File: src/rtl/pc_sequencer.sv
// pc_sequencer: fetch-side program counter controller.
// Owns the PC register. Each cycle it chooses between sequential fetch (PC+4),
// a branch/jump redirect, or holding the PC because of an instruction-cache or
// data-memory stall. A boot/run/hold state machine sequences this behaviour.
// A redirect that arrives during a stall is remembered and applied once the
// stall clears.
// Optional feature: define PC_SEQ_STALL_COUNTER_EN to add the STALL_COUNT
// output, a saturating count of stalled cycles in RUN/HOLD.

module pc_sequencer #(
    parameter logic [31:0] RESET_VECTOR = 32'h0000_0000,
    parameter int unsigned BOOT_CYCLES  = 2
) (
    input  logic        CLK,
    input  logic        RESET,
    input  logic        INSTR_BUSYWAIT,
    input  logic        DATA_BUSYWAIT,
    input  logic        BRANCH_TAKEN,
    input  logic        JUMP,
    input  logic [31:0] BRANCH_TARGET,
    output logic [31:0] PC,
    output logic        INSTR_READ,
    output logic        STALL,
    output logic        FETCH_VALID
`ifdef PC_SEQ_STALL_COUNTER_EN
    ,
    output logic [31:0] STALL_COUNT
`endif
);

    localparam int unsigned ADDR_W    = 32;
    localparam int unsigned BOOT_W    = 4;
    localparam logic [BOOT_W-1:0] BOOT_LAST  = BOOT_W'(BOOT_CYCLES - 1);
    localparam logic [ADDR_W-1:0] ALIGN_MASK = ~ADDR_W'(3);
    localparam logic [ADDR_W-1:0] PC_STEP    = ADDR_W'(4);
    localparam logic [ADDR_W-1:0] PC_INIT    = RESET_VECTOR & ALIGN_MASK;

    typedef enum logic [1:0] {
        ST_BOOT = 2'd0,
        ST_RUN  = 2'd1,
        ST_HOLD = 2'd2
    } state_t;

    state_t              state;
    logic [BOOT_W-1:0]   boot_cnt;
    logic                pending;
    logic [ADDR_W-1:0]   pending_target;

    logic                busy;
    logic                redir;
    logic [ADDR_W-1:0]   target_aligned;
    logic [ADDR_W-1:0]   pc_next_seq;
    logic [ADDR_W-1:0]   hold_resume;

    // Stall/redirect decode and candidate next addresses.
    always_comb begin
        busy           = INSTR_BUSYWAIT | DATA_BUSYWAIT;
        redir          = BRANCH_TAKEN | JUMP;
        target_aligned = BRANCH_TARGET & ALIGN_MASK;
        pc_next_seq    = PC + PC_STEP;
        hold_resume    = pending ? pending_target : PC;
        if (redir) begin
            hold_resume = target_aligned;
        end
    end

    // Boot/run/hold sequencing with the PC, pending redirect and read request.
    always_ff @(posedge CLK or negedge RESET) begin
        if (!RESET) begin
            state          <= ST_BOOT;
            boot_cnt       <= '0;
            pending        <= 1'b0;
            pending_target <= '0;
            PC             <= PC_INIT;
            INSTR_READ     <= 1'b0;
        end else begin
            case (state)
                ST_BOOT: begin
                    boot_cnt <= boot_cnt + BOOT_W'(1);
                    if (boot_cnt == BOOT_LAST) begin
                        state      <= ST_RUN;
                        INSTR_READ <= 1'b1;
                    end
                end
                ST_RUN: begin
                    if (!busy) begin
                        PC <= redir ? target_aligned : pc_next_seq;
                    end else if (redir) begin
                        pending_target <= target_aligned;
                        pending        <= 1'b1;
                        state          <= ST_HOLD;
                    end
                end
                ST_HOLD: begin
                    if (!busy) begin
                        PC      <= hold_resume;
                        pending <= 1'b0;
                        state   <= ST_RUN;
                    end else if (redir) begin
                        // Latest redirect wins while the stall persists.
                        pending_target <= target_aligned;
                    end
                end
                default: begin
                    state      <= ST_BOOT;
                    boot_cnt   <= '0;
                    pending    <= 1'b0;
                    INSTR_READ <= 1'b0;
                end
            endcase
        end
    end

    // Pipeline hold and fetch-delivered flags; both forced low while in reset.
    always_comb begin
        STALL       = RESET & ((state == ST_BOOT) | busy);
        FETCH_VALID = RESET & (state != ST_BOOT) & ~INSTR_BUSYWAIT;
    end

`ifdef PC_SEQ_STALL_COUNTER_EN
    logic [31:0] stall_cnt;

    // Saturating count of stalled posedges once fetching has started.
    always_ff @(posedge CLK or negedge RESET) begin
        if (!RESET) begin
            stall_cnt <= '0;
        end else if ((state != ST_BOOT) && busy && (stall_cnt != 32'hFFFF_FFFF)) begin
            stall_cnt <= stall_cnt + 32'd1;
        end
    end

    assign STALL_COUNT = stall_cnt;
`endif

endmodule
File: config.mk
export PLATFORM = sky130hd
export DESIGN_NAME = pc_sequencer
export DESIGN_NICKNAME = d
export VERILOG_FILES = /design/src/rtl/pc_sequencer.sv
export SDC_FILE = /design/constraint.sdc
export NUM_CORES = 1
export LEC_CHECK = 0
export ABC_AREA = 1
export CORE_MARGIN = 2
export CORE_UTILIZATION = 45
export CTS_BUF_LIST = sky130_fd_sc_hd__clkbuf_4
export DETAILED_ROUTE_END_ITERATION = 10
export GPL_ROUTABILITY_DRIVEN = 0
export GPL_TIMING_DRIVEN = 0
export PLACE_DENSITY = 0.74
export REMOVE_ABC_BUFFERS = 1
export SYNTH_ARGS = -nofsm -noshare
export SYNTH_HDL_FRONTEND = slang
export SYNTH_SLANG_ARGS = --single-unit
File: constraint.sdc
create_clock -name CLK -period 4.7 [get_ports CLK]
set_input_delay 0.47 -clock CLK [delete_from_list [all_inputs] [get_ports CLK]]
set_output_delay 0.47 -clock CLK [all_outputs]
set_load 0.02 [all_outputs]
==> reports/results.ini <==
[die]
die-area_um2 = 10300
rows = 35
dieWidth_um = 102
initial_core_util_pct = 46.5
core_um2 = 9240
die_h_um = 102
boundaryPins = 73

[grt]
antenna_found_initial = 0
grt_max_degree = 70
grt_pass1_wl_um = 18100
grt_usage_pct = 22.3
grt_overflow = 0
grt_pass1_vias = 3904

[drt]
wl_um = 10700
ant_nets = 0
wl_per_cell_um = 13.2
drtPass1Iterations = 4
initialDrtViolationCount = 212
num_vias = 4096
drc = 0
viasPerCell = 5.07

[outcome]
status = complete, no violations

[clock_tree]
clockBufferDepth = 2
cts.sinks = 68
clock_latency_ns = 0.44
post_cts_buffers = 0
cts_max_level = 3
ctsResizeCount = 0
path_clk_slew_ns = 0.12
cts_root_buf = clkbuf_4
cts_tree = yes
holdBufCountCts = 0
cts_made_buffers = 9

[logic_synthesis]
synth_ff_type = dfrtp_1
synthArstFlopShare_pct = 100
yosys-top-cells-count = nand2_1, nor2_1, inv_1
ys_types = 35
ys_ff_latch = 68
yosysSeqAreaShare_pct = 39.6
synth.avg_cell_area_um2 = 6.95
synth_area_um2 = 4290
synth_top_area_share_pct = 39.6
synth.most_common_cell = nand2_1
yosys_warnings = 0
synth_edf_count = 0
netlist_instances = 618
synthTopCellsByArea = dfrtp_1, nand2_1, nor2_1
synth_top_area_cell = dfrtp_1

[worst_setup_path]
cp-end-kind = flop
max_stage_delay_ns = 0.60
cp_top_family = simple AND/OR/NAND/NOR gates
crit_buf_inv = 3
cp.required_ns = 5.03
start_kind = flop
cp_max_fo = 36
arrival_ns = 3.40
crit_type = reg -> reg
crit_path_cell_trace = inv_1 > ha_1 > inv_2 > nor2_4 > nand2_2 > nand2_4 > inv_2 > o221ai_1 > o21ai_2
cp_slowest_cell = ha_1
r2r_start = state[0]
critPathLaunch = state[0]
crit_top_cell = inv_2

[pwr]
cellPowerDensity_nw_per_um2 = 587
p_switching_uw = 1360
swShare_pct = 44.9
power_frac_seq_pct = 38.4
vdd_drop_max_mv = 0.385
intPower_uw = 1670
p_clk_share_pct = 14.7
p_leak_uw = 0.00241
power.share.combinational_pct = 46.9

[final_layout]
multi_input_area_um2 = 2180
areaGrowthSynthToFinish_pct = 20.2
layout.nets = 719
final_util_pct = 55.9
seqCellArea_um2 = 1700
finalInstanceArea_um2 = 5160
n_fill_cell = 932
insertedDiodeCount = 0
drive_gt1_share_pct = 7.95

[timing]
tightest_slew_ns = 0.997
rsz0062_at_grt = no
fin_skew_ns = 0.0207
final.period_utilization_pct = 65.5
fin_ws_ns = 1.62
max_freq_ghz = 0.325
setup_viol = 0
finalSetupTns_ns = 0
slew_viol_final = 0
period_needed_ns = 3.08
final_hold_viol_count = 0
slew_headroom_pct = 33.5

[placement]
hpwl_um = 7590
placed_cell_area_um2 = 5000
place_worst_setup_slack_ns = 1.60
portBuffers = 68

[run]
drv_cap = 0

[hold_path]
worstHoldPathType = in -> async

[cells by family (layout without fill, tap and decap cells)]
group	count (synthesis)	in the layout	synth area share [%]
simple gates	330	330	32.4
compound gates	102	102	13.6
buf+inv	100	160	9.76
flops	68	68	39.6
fa+ha+maj	7	7	2.04
mux	7	7	1.84
xor+xnor	3	3	0.612
other cells	1	2	0.0873
[placed cells by master, fill, tap and decap left out, types with 2 or more instances in the layout]
master / netlist / routed
nand3b_1: 3 / 3
nand2_2: 8 / 8
mux2_1: 4 / 4
clkinvlp_4: 0 / 2
nor3_1: 2 / 2
clkinv_1: 0 / 2
clkdlybuf4s50_1: 0 / 67
bufinv_16: 0 / 2
inv_2: 5 / 5
inv_1: 71 / 71
a211oi_1: 13 / 13
nand2_4: 2 / 2
o21ai_0: 43 / 43
a21oi_1: 27 / 27
clkbuf_4: 0 / 9
o21ai_1: 3 / 3
mux2_2: 3 / 3
nor2_4: 4 / 4
nor2_1: 77 / 77
ha_1: 7 / 7
dfrtp_1: 68 / 68
o21bai_1: 3 / 3
nor2_2: 15 / 15
xor2_1: 3 / 3
conb_1: 1 / 2
nand3_1: 25 / 25
nand2_1: 193 / 193
o221ai_1: 2 / 2
o22ai_1: 5 / 5
[power by group through the flow]
stage	clock network (uW)	registers, uW	logic (uW)
after floorplan	0	1240	787
after global placement	0	1160	1380
after detailed placement	0	1170	1430
after CTS	447	1160	1430
after global routing	478	1200	1610
final	446	1160	1420
[final cells by class]
class | instances | area share (%)
tap | 129 | 3.13
clock inverter | 7 | 1.77
timing repair buffer | 68 | 13.1
clock buffer | 9 | 1.31
sequential | 68 | 33.0
inverter | 76 | 5.53
multi-input combinational | 451 | 42.2
[worst register-to-register path, delay by kind of cell (launching register included)]
kind                       cells  cell delay [ns]
adders and majority gates      1             0.60
AOI/OAI and AO/OA              2             0.35
and+or+nand+nor                3             0.92
DFF                            1             0.42
buffers and inverters          3             0.66
[layer usage]
metal / up-vias / track usage (%) / part of all wire [%] / wire length (um)
li1: 2062 / - / - / -
met1: 1912 / 29.2 / 45 / 4780
met2: 105 / 36.9 / 48 / 5140
met3: 17 / 4.07 / 5.4 / 579
met4: 0 / 8.00 / 1.9 / 199
met5: - / 0 / 0 / 0
[worst paths after layout]
check                      cells after the start                  to  slack, ns
max in group asynchronous                      1   pending_target[5]       4.00
min                                            1              PC[26]       0.14
max                                            9              PC[14]       1.62
min reg2reg                                    2  pending_target[23]       0.50
min in group CLK                               2  pending_target[23]       0.50
max reg2reg                                    9              PC[14]       1.62
[stage by stage]
step,hold WS (ns),instances,total power [uW]
after floorplan,0.174,595,2030
final,0.135,808,3030
after detailed placement,0.478,792,2600
after CTS,0.173,808,3040
after global routing,0.191,808,3290
after global placement,0.468,792,2540
[sequential cells by signal, summed over array words and instances, names as in the netlist]
| name | count |
|---|---|
| state | 2 |
| boot_cnt | 4 |
| pending_target | 30 |
| INSTR_READ | 1 |
| pending | 1 |
| PC | 30 |
Power figures use the tool's default switching activity.
